File: config.mk
export PLATFORM = sky130hd
export DESIGN_NAME = sine_dds_core
export DESIGN_NICKNAME = d
export VERILOG_FILES = /design/src/rtl/sine_dds_core_pkg.sv /design/src/rtl/sine_quarter_rom.sv /design/src/rtl/sine_dds_core.sv
export SDC_FILE = /design/constraint.sdc
export NUM_CORES = 1
export LEC_CHECK = 0
export BUFFER_PORTS_ARGS = -buffer_cell sky130_fd_sc_hd__buf_2
export CAP_MARGIN = 20
export CORE_MARGIN = 3
export CORE_UTILIZATION = 65
export DETAILED_ROUTE_END_ITERATION = 6
export GPL_TIMING_DRIVEN = 0
export PLACE_DENSITY_LB_ADDON = 0.25
export SYNTH_ARGS = -nofsm -noshare
export SYNTH_HDL_FRONTEND = slang
export SYNTH_SLANG_ARGS = --single-unit
File: constraint.sdc
create_clock -name clk -period 5.11 [get_ports clk]
set_input_delay 0.511 -clock clk [delete_from_list [all_inputs] [get_ports clk]]
set_output_delay 0.511 -clock clk [all_outputs]
set_load 0.02 [all_outputs]
File: src/rtl/sine_dds_core_pkg.sv
// Shared defaults and ROM-content helpers for the sine DDS core.
// The quarter-wave table is computed at elaboration from a short Taylor series.
package sine_dds_core_pkg;

  localparam int DEF_PHASE_WIDTH = 32;
  localparam int DEF_ADDR_WIDTH  = 8;
  localparam int DEF_DATA_WIDTH  = 12;

  localparam real PI = 3.14159265358979323846;

  // Offset-binary midpoint, 2^(dw-1).
  function automatic int mid_value(input int dw);
    return 1 << (dw - 1);
  endfunction

  // rom[k] = round((2^(dw-1)-1) * sin(2*pi*(k+0.5)/2^aw)), k in the first quadrant.
  function automatic int rom_entry(input int k, input int aw, input int dw);
    real x;
    real term;
    real s;
    real amp;
    x    = 2.0 * PI * (real'(k) + 0.5) / real'(1 << aw);
    term = x;
    s    = x;
    for (int n = 1; n <= 9; n++) begin
      term = -term * x * x / real'((2 * n) * (2 * n + 1));
      s    = s + term;
    end
    amp = real'(mid_value(dw) - 1);
    return $rtoi(amp * s + 0.5);
  endfunction

endpackage

File: src/rtl/sine_quarter_rom.sv
// Quarter-wave sine table with a registered (synchronous) read port.
module sine_quarter_rom
  import sine_dds_core_pkg::*;
#(
  parameter int ADDR_BITS  = DEF_ADDR_WIDTH - 2,
  parameter int DATA_WIDTH = DEF_DATA_WIDTH
) (
  input  logic                  clk,
  input  logic [ADDR_BITS-1:0]  addr,
  output logic [DATA_WIDTH-1:0] data
);

  localparam int DEPTH = 1 << ADDR_BITS;

  logic [DATA_WIDTH-1:0] table_q [DEPTH];

  // Entries are constant functions of k, so they fold to a ROM at elaboration.
  for (genvar k = 0; k < DEPTH; k++) begin : g_tbl
    assign table_q[k] = DATA_WIDTH'(rom_entry(k, ADDR_BITS + 2, DATA_WIDTH));
  end

  always_ff @(posedge clk) begin
    data <= table_q[addr];
  end

endmodule

File: src/rtl/sine_dds_core.sv
// DDS sine generator: phase accumulator advanced on qualified ticks, quadrant
// fold into a quarter-wave ROM, offset-binary output three cycles after launch.
module sine_dds_core
  import sine_dds_core_pkg::*;
#(
  parameter int PHASE_WIDTH = DEF_PHASE_WIDTH,
  parameter int ADDR_WIDTH  = DEF_ADDR_WIDTH,
  parameter int DATA_WIDTH  = DEF_DATA_WIDTH
) (
  input  logic                   clk,
  input  logic                   rst_n,
  input  logic                   tick,
  input  logic                   en,
  input  logic [PHASE_WIDTH-1:0] ftw_in,
  input  logic                   ftw_load,
  output logic [DATA_WIDTH-1:0]  sample,
  output logic                   sample_valid,
  output logic                   period_start
);

  localparam int QW = ADDR_WIDTH - 2;
  localparam logic [DATA_WIDTH-1:0] MID = {1'b1, {(DATA_WIDTH-1){1'b0}}};

  logic [PHASE_WIDTH-1:0] acc;
  logic [PHASE_WIDTH-1:0] ftw_reg;
  logic                   carry_pend;
  logic [PHASE_WIDTH:0]   sum;
  logic                   launch;

  logic [ADDR_WIDTH-1:0]  s1_phase;
  logic                   s1_v;
  logic                   s1_wrap;
  logic [1:0]             quad;
  logic [QW-1:0]          idx;
  logic [QW-1:0]          rom_addr;

  logic                   s2_v;
  logic                   s2_neg;
  logic                   s2_wrap;
  logic [DATA_WIDTH-1:0]  rom_data;

  assign launch = tick & en;
  assign sum    = {1'b0, acc} + {1'b0, ftw_reg};

  // Odd quadrants walk the table backwards; the half-step offset keeps this exact.
  assign quad     = s1_phase[ADDR_WIDTH-1 -: 2];
  assign idx      = s1_phase[QW-1:0];
  assign rom_addr = quad[0] ? ~idx : idx;

  sine_quarter_rom #(
    .ADDR_BITS  (QW),
    .DATA_WIDTH (DATA_WIDTH)
  ) u_rom (
    .clk  (clk),
    .addr (rom_addr),
    .data (rom_data)
  );

  // sample_valid is a one-cycle strobe with no back-pressure; sample holds between strobes.
  always_ff @(posedge clk) begin
    if (!rst_n) begin
      acc          <= '0;
      ftw_reg      <= '0;
      carry_pend   <= 1'b0;
      s1_phase     <= '0;
      s1_v         <= 1'b0;
      s1_wrap      <= 1'b0;
      s2_v         <= 1'b0;
      s2_neg       <= 1'b0;
      s2_wrap      <= 1'b0;
      sample       <= MID;
      sample_valid <= 1'b0;
      period_start <= 1'b0;
    end else begin
      if (ftw_load) begin
        ftw_reg <= ftw_in;
      end
      s1_v <= launch;
      if (launch) begin
        s1_phase   <= acc[PHASE_WIDTH-1 -: ADDR_WIDTH];
        s1_wrap    <= carry_pend;
        acc        <= sum[PHASE_WIDTH-1:0];
        carry_pend <= sum[PHASE_WIDTH];
      end
      s2_v         <= s1_v;
      s2_neg       <= quad[1];
      s2_wrap      <= s1_wrap;
      sample_valid <= s2_v;
      period_start <= s2_v & s2_wrap;
      if (s2_v) begin
        sample <= s2_neg ? (MID - rom_data) : (MID + rom_data);
      end
    end
  end

endmodule

==> qor.txt, run 1 <==
DIE AREA - 0.0116 sq mm
# nets final - 976
# setup viols final - 0
Most frequent cells in the layout - 106 x nand2_1, 103 x dfxtp_1, 81 x o21ai_0
Met1 wire length - 7360 um
Global-route wire length before repair - 31100 um
Clock tree sinks - 103
DR iter-0 viols - 566
DRC - 0
Largest net degree at the start of global routing - 21
CP startpoint - s1_phase[6]
Vias per std cell - 6.45
Kind of cell adding the most delay to the critical path - buffers and inverters
Fillers - 733
WL final - 19300 um
Share of cells above drive strength 1 - 8.22%
Yosys top cell area share - 30.8%
Ys flop type - dfxtp_1
Synth unique cells - 62
Post-Syn Instances - 835
Final Skew - 17.6 ps
Vias in the first global route - 6438
Largest cells by area after synthesis - dfxtp_1 31%, ha_1 8.0%, o21ai_0 6.0%
Async set or reset register ratio after synthesis - 0%
Worst reg2reg path depth - 11
CTS tree - done
Post-synth EDFFs - 0
Critical-path cell list - clkbuf_1 -> buf_2 -> xor2_1 -> inv_1 -> ha_1 -> nor2_1 -> a211oi_1 -> a31oi_1 -> o221ai_1 -> nor2_1 -> a31oi_1
Setup crit start kind - flip-flop
Cts bufs inserted - 9
WP buf/inv - 3
Synth warn - 0
Crit share post-route - 68.8%
Syn_area_per_cell - 8.03 sq um
R2r setup slk - 1590 ps
Clk slew on worst S/H paths - 120 ps
Synthesized area - 0.00670 sq mm
Area of the multi-input gates - 0.00437 sq mm
Top Layer Used - met4
Area Growth Syn to Fin - 9.11%
Number of diodes - 0
Starting Density - 67.7%
Register area share after synthesis - 30.8%
Sequential cell area - 0.00206 sq mm
CP peak stage delay - 650 ps
Met2 routed WL - 9530 um
Antenna violations before repair - 0
Worst hold path class - in -> reg
Die extent in y - 108 um
Critical Path Slowest Stage Cell - xor2_1
Min Tclk post-route - 3520 ps
CTS Buffer Depth - 2
Post-CTS Resized - 0
WL per Instance - 18.7 um
CTS H-tree lvls - 3
GRT Total Usage - 33.4%
Setup CP Type - reg -> reg
Syn Nets - 916
Largest area contributor in the netlist - dfxtp_1
Peak fanout along the critical path - 11
Drt pass-1 iters - 6
Pleak - 0.00308 uW
Commonest non-fill, non-tap cell in the layout - nand2_1
Unrepaired setup endpoints after global routing - false
CTS root buf - clkbuf_8
Max Clock Freq - 0.284 GHz
Core Footprint - 0.00991 sq mm
# port buffers - 49
Max_slew headroom - 35.7%
Total gr overflow - 0
Worst slew pin tran - 954 ps
Setup_tns - 0 ps
Worst reg2reg path endpoint - u_rom.data[1]
Final Max Tran Viols - 0
Pwr dens - 230 mW/mm^2
Worst EP required - 5350 ps
Rows - 36
Max Cap Viol - 0
FF-to-FF Start - s1_phase[6]
Post-CTS setup buffers - 0
Max IR drop VDD - 167 uV
Power consumption - 1680 uW
Worst skew pair latency - 400 ps
Fin. Hold Viols - 0
Die Span X - 108 um
IO Count - 51
Routability cong. - 0.979
Critical Path Stages - 11
DR vias - 6664
Routed Antenna Nets - 0
Worst setup EP type - flip-flop
WP data arrival - 3750 ps
DR WL met3 - 1410 um
Hold-fix buffers at CTS - 0
End point of the critical path - u_rom.data[1]
Synth Register Bits - 103
HPWL after DPL - 14400 um
Status - finished clean
==> Yosys cell counts (6+ instances only) <==
| master | count |
|---|---|
| ha_1 | 43 |
| a211oi_1 | 8 |
| o211a_1 | 10 |
| a21oi_1 | 48 |
| dfxtp_1 | 103 |
| mux2i_1 | 40 |
| nand4_1 | 11 |
| a21boi_0 | 11 |
| a31oi_1 | 10 |
| a21o_1 | 9 |
| nand3_1 | 32 |
| clkbuf_1 | 48 |
| inv_1 | 16 |
| o211ai_1 | 14 |
| xnor2_1 | 20 |
| nor2b_1 | 44 |
| a221oi_1 | 6 |
| nand2b_1 | 7 |
| o21a_1 | 6 |
| xor2_1 | 23 |
| and2_1 | 21 |
| nor3_1 | 7 |
| nor2_1 | 34 |
| nand2_1 | 106 |
| o21ai_0 | 81 |
==> area by class of cell <==
| type | instances | share of cell area (%) |
|---|---|---|
| Multi-Input combinational cell | 661 | 59.8 |
| Sequential cell | 103 | 28.2 |
| Timing Repair Buffer | 49 | 3.35 |
| Buffer | 55 | 2.86 |
| Tap cell | 133 | 2.28 |
| Clock buffer | 9 | 1.69 |
| Clock inverter | 7 | 1.03 |
| Inverter | 16 | 0.821 |
==> metrics by stage <==
| step | std cells | utilization (%) | area (sq um) | worst slack, ps | hold WS, ps |
|---|---|---|---|---|---|
| 6_report | 1033 | 73.8 | 7310 | 1590 | 363 |
| 5_1_grt | 1033 | 73.8 | 7310 | 1410 | 382 |
| 4_1_cts | 1033 | 73.8 | 7310 | 1660 | 365 |
| 3_5_place_dp | 1017 | 71.8 | 7120 | 1650 | 435 |
| 3_3_place_gp | 1017 | 71.8 | 7120 | 1690 | 429 |
| 2_1_floorplan | 835 | - | 6700 | 2480 | 412 |
==> cell families (layout without fill, tap and decap cells) <==
group / count (synthesis) / count (layout) / share of synthesized area, %
xor+xnor: 43 / 43 / 5.62
simple gates: 288 / 288 / 21.4
mux: 41 / 41 / 6.31
buf+inv: 71 / 136 / 4.01
compound gates: 245 / 245 / 23.6
fa+ha+maj: 44 / 44 / 8.32
flops: 103 / 103 / 30.8
==> how the worst min path moves through the flow <==
stage,from,endpoint,cells after the start
after global routing,ftw_in[11],ftw_reg[11],3
after global placement,s1_v,s2_v,1
after detailed placement,s1_v,s2_v,1
after floorplan,s1_v,s2_v,1
after CTS,ftw_in[11],ftw_reg[11],3
final,ftw_in[11],ftw_reg[11],3
==> layer usage <==
layer / track usage [%] / vias up
met5: 0 / -
met4: 16.8 / 0
met3: 5.52 / 100
met2: 59.4 / 333
met1: 38.3 / 3102
li1: - / 3129
==> worst reg2reg max path, stage by stage (launching register included) <==
cell and delay (ps):
dfxtp_1 320, clkbuf_1 270, buf_2 290, xor2_1 650, inv_1 430, ha_1 410
nor2_1 270, a211oi_1 140, a31oi_1 240, o221ai_1 180, nor2_1 110, a31oi_1 60
==> power by group <==
group          total (uW)  switching [uW]  internal, uW
Sequential            869            27.8           842
Combinational         292             178           114
Clock                 520             327           193
Total                1680             532          1150
(Power assumes the default switching activity.)
==> run 2: changes to the inputs <==
Settings changed: ABC_AREA set to 1, CORE_UTILIZATION 65 to 55.
Clock period 5.11 ns to 2.9 ns, I/O delays scaled along.
==> qor.txt, run 2 <==
Pwr dens - 506 mW/mm^2
GRT Total Usage - 28.8%
Max_slew headroom - 44.9%
CTS tree - done
Fin. Hold Viols - 0
Post-synth EDFFs - 0
Sw Ratio - 35.5%
Clk slew on worst S/H paths - 80 ps
Cts bufs inserted - 9
Worst EP required - 3160 ps
Register area share after synthesis - 29.6%
Global-route wire length before repair - 32600 um
Critical Path Stages - 11
CTS H-tree lvls - 3
Sequential cell area - 0.00206 sq mm
CP startpoint - s1_phase[6]
Synth unique cells - 41
Setup crit start kind - flip-flop
WL final - 19900 um
Number of diodes - 0
DR iter-0 viols - 607
Kind of cell adding the most delay to the critical path - XOR/XNOR gates
Final core occ - 63.3%
Die Span X - 119 um
Post-CTS setup buffers - 0
DIE AREA - 0.0141 sq mm
DP Area - 0.00743 sq mm
Clock tree sinks - 103
Crit share post-route - 83.0%
Psw - 1390 uW
Vias per std cell - 5.22
Synth warn - 0
IO Count - 51
Die extent in y - 119 um
Ys flop type - dfxtp_1
Peak fanout along the critical path - 10
Core Footprint - 0.0122 sq mm
Worst slew pin tran - 826 ps
Area of the multi-input gates - 0.00410 sq mm
Synth Register Bits - 103
Final Skew - 11.4 ps
Largest area contributor in the netlist - dfxtp_1
Antenna violations before repair - 0
Setup CP Type - reg -> reg
Post-Syn Instances - 1134
Pint - 2520 uW
DR vias - 7145
Combinational share of power - 26.7%
Vias in the first global route - 6675
WP buf/inv - 4
# port buffers - 50
Setup_tns - 0 ps
Starting Density - 57.1%
Largest cells by area after synthesis - dfxtp_1 30%, nand2_1 19%, inv_1 9.4%
WL per Instance - 14.6 um
# setup viols final - 0
Post-Layout Inst Area - 0.00773 sq mm
CTS root buf - clkbuf_16
Worst setup EP type - flip-flop
Worst Hold Launch - ftw_in[29]
Post-CTS Resized - 0
Total gr overflow - 0
Drt pass-1 iters - 4
Unrepaired setup endpoints after global routing - false
Max Cap Viol - 0
Reg power frac - 41.9%
Status - finished clean
DRC - 0
CP peak stage delay - 600 ps
CTS Buffer Depth - 2
Clock power share - 31.4%
Yosys top cell area share - 29.6%
Fillers - 1267
Worst hold path class - in -> reg
Routability cong. - 0.974
Max IR drop VDD - 406 uV
Worst skew pair latency - 360 ps
Async set or reset register ratio after synthesis - 0%
Area Growth Syn to Fin - 10.9%
Synthesized area - 0.00697 sq mm
Syn_area_per_cell - 6.14 sq um
Critical Path Slowest Stage Cell - xnor2_1
Pleak - 0.00428 uW
Max Clock Freq - 0.416 GHz
Largest net degree at the start of global routing - 21
FF-to-FF Start - s1_phase[6]
Final Max Tran Viols - 0
Routed Antenna Nets - 0
Min Tclk post-route - 2410 ps
Worst reg2reg path depth - 11
Syn Nets - 1215
Most frequent cells after synthesis - 345 x nand2_1, 175 x inv_1, 140 x nor2_1, 103 x dfxtp_1, 89 x o21ai_0
Top-count cell post-synth - nand2_1
Commonest non-fill, non-tap cell in the layout - nand2_1
Share of cells above drive strength 1 - 7.42%
Hold-fix buffers at CTS - 0
Most frequent cells in the layout - 345 x nand2_1, 175 x inv_1, 140 x nor2_1
HPWL after DPL - 15700 um
WP data arrival - 2660 ps
Rows - 40
# nets final - 1276
Critical-path cell list - buf_6 -> xnor2_1 -> ha_1 -> inv_1 -> nand2_1 -> nand2_1 -> inv_1 -> nor3_1 -> o21ai_0 -> nand2_1 -> inv_1
Hold Path Stages - 3
==> run 2: area by class of cell <==
type / count / area share, %
Timing Repair Buffer: 50 / 3.24
Inverter: 180 / 8.74
Clock inverter: 7 / 0.955
Sequential cell: 103 / 26.7
Buffer: 29 / 1.64
Clock buffer: 9 / 2.91
Tap cell: 168 / 2.72
Multi-Input combinational cell: 822 / 53.1
==> run 2: worst paths after layout <==
path                         to  slack [ps]
hold reg to reg    period_start         420
setup reg to reg  u_rom.data[1]         490
hold / removal      ftw_reg[29]         150
setup / recovery  u_rom.data[1]         490
==> run 2: power by group through the flow <==
stage	Clock (uW)	Combinational, uW	Sequential [uW]
after global placement	0	1030	1670
after global routing	1300	1180	1650
after detailed placement	0	1020	1670
after CTS	1250	1030	1640
after floorplan	0	750	1650
final	1230	1040	1640
==> run 2: metrics by stage <==
stage	power [uW]	setup slack [ps]	instances	hold slack (ps)
after floorplan	2400	1020	1134	390
after global placement	2690	500	1352	402
after detailed placement	2690	549	1352	412
after CTS	3910	542	1368	143
after global routing	4130	279	1368	158
final	3910	494	1368	149
==> run 2: cell families after synthesis <==
| group | after synthesis | synth area share (%) |
|---|---|---|
| buffers and inverters | 209 | 11.5 |
| and+or+nand+nor | 570 | 32.5 |
| AOI/OAI and AO/OA | 181 | 14.1 |
| xor gates and xnor gates | 27 | 4.26 |
| adders and majority gates | 44 | 8.01 |
| DFF | 103 | 29.6 |
==> run 2: per-layer routing <==
| layer | vias to the layer above | wire, um | track usage [%] | part of all wire (%) |
|---|---|---|---|---|
| li1 | 3683 | - | - | - |
| met4 | 0 | 356 | 8.54 | 1.8 |
| met2 | 248 | 9200 | 47.6 | 46 |
| met3 | 22 | 1290 | 4.07 | 6.5 |
| met1 | 3192 | 9080 | 39.0 | 46 |
| met5 | - | 0 | 0 | 0 |
==> run 2: worst register-to-register path: stages (launching register included) <==
cell,delay [ps]
dfxtp_1,320
buf_6,170
xnor2_1,610
ha_1,440
inv_1,100
nand2_1,80
nand2_1,70
inv_1,50
nor3_1,250
o21ai_0,110
nand2_1,90
inv_1,40
==> run 3: changes to the inputs <==
Settings changed: CORE_UTILIZATION 55 to 61.
Clock period 2.9 ns to 2.4 ns, I/O delays scaled along.
==> qor.txt, run 3 (synthesized netlist as in run 2, its figures left out) <==
Vias per std cell - 5.39
Area of the multi-input gates - 0.00412 sq mm
CTS H-tree lvls - 3
Clock tree sinks - 103
DIE AREA - 0.0127 sq mm
Starting Density - 63.4%
CTS root buf - clkbuf_16
Sequential cell area - 0.00206 sq mm
Most frequent cells in the layout - 345 x nand2_1, 175 x inv_1, 140 x nor2_1
Max_slew headroom - 50.5%
Post-CTS setup buffers - 0
Share of cells above drive strength 1 - 7.67%
# port buffers - 50
Power consumption - 4770 uW
Max IR drop VDD - 667 uV
Setup_tns - 0 ps
Drt pass-1 iters - 5
Setup crit start kind - flip-flop
Post-CTS Resized - 0
Max Cap Viol - 0
Core Footprint - 0.0110 sq mm
Commonest non-fill, non-tap cell in the layout - nand2_1
Min Tclk post-route - 2260 ps
Hold-fix buffers at CTS - 0
Peak fanout along the critical path - 4
Status - finished clean
DR vias - 7220
Fin. Hold Viols - 0
Pleak - 0.00429 uW
Worst setup EP type - flip-flop
Cell total after placement - 1324
Fillers - 997
Worst reg2reg path depth - 10
FF-to-FF Start - acc[0]
Hold Slack - 85.3 ps
Final Skew - 11.8 ps
Unrepaired setup endpoints after global routing - false
Die extent in y - 113 um
Largest net degree at the start of global routing - 22
Number of diodes - 0
# nets final - 1276
WP data arrival - 2520 ps
Worst skew pair latency - 370 ps
# setup viols final - 0
Global-route wire length before repair - 31900 um
Crit share post-route - 94.3%
Worst slew pin tran - 742 ps
CTS Buffer Depth - 2
Total gr overflow - 0
WL per Instance - 14.4 um
Worst hold path class - in -> reg
Vias in the first global route - 6823
Antenna violations before repair - 0
Final Max Tran Viols - 0
CTS tree - done
Max Clock Freq - 0.442 GHz
GRT Total Usage - 31.0%
Die Span X - 113 um
Rows - 38
Worst Hold Launch - ftw_in[18]
Setup CP Type - reg -> reg
Pwr dens - 618 mW/mm^2
Routed Antenna Nets - 0
Hold Path Stages - 3
DR iter-0 viols - 676
Cts bufs inserted - 9
Area Growth Syn to Fin - 10.8%
IO Count - 51
HPWL after DPL - 15000 um
Clk slew on worst S/H paths - 80 ps
Routability cong. - 0.984
Final core occ - 70.3%
Fin cells - 1340
Worst EP required - 2660 ps
DRC - 0
WL final - 19400 um
CP startpoint - acc[0]
[run 3: cell count changes in the layout (fill, tap and decap cells not counted)]
cell      previous run  this run
inv_6                2         0
a21oi_1             60        59
a21oi_2              0         1
clkinv_8             1         2
inv_8                2         3
xnor2_1              9         8
xnor2_2              1         2
xor2_1              13        12
xor2_2               2         3
[run 3: layout make-up]
cell class	instances	area share [%]
Sequential cell	103	26.7
Multi-Input combinational cell	822	53.4
Buffer	29	1.64
Inverter	180	8.75
Timing Repair Buffer	50	3.24
Tap cell	140	2.27
Clock inverter	7	1.09
Clock buffer	9	2.92
[run 3: critical path, cell delays in order (launching register included)]
cell and delay, ps:
dfxtp_1 320, ha_1 250, fa_1 450, nand3_1 120, nand3_1 190, a21oi_2 280
nor2_1 70, nor2_1 180, nor2_1 60, o21ai_0 190, inv_1 60
[run 3: layer usage]
layer	track usage, %	part of all wire, %
met4	15.2	4.4
met1	38.2	42
met2	52.6	47
met3	4.76	6.9
met5	0	0
[run 3: worst paths after layout]
path,end,slack [ps]
worst min-delay path,ftw_reg[18],90
worst max register to register,acc[16],140
worst min register to register,period_start,410
worst max-delay path,acc[16],140
[run 3: where the power goes]
part	internal, uW	switching, uW	leakage, uW
logic	439	820	0.00328
registers	1870	113	0.000851
clock network	749	786	0.000151
total	3060	1720	0.00429
[run 3: stage by stage]
step | cell area (sq um) | worst slack, ps
final | 7720 | 137
after global routing | 7720 | 14.4
after CTS | 7700 | 104
after detailed placement | 7390 | 128
after global placement | 7390 | 48.5
after floorplan | 6970 | 521
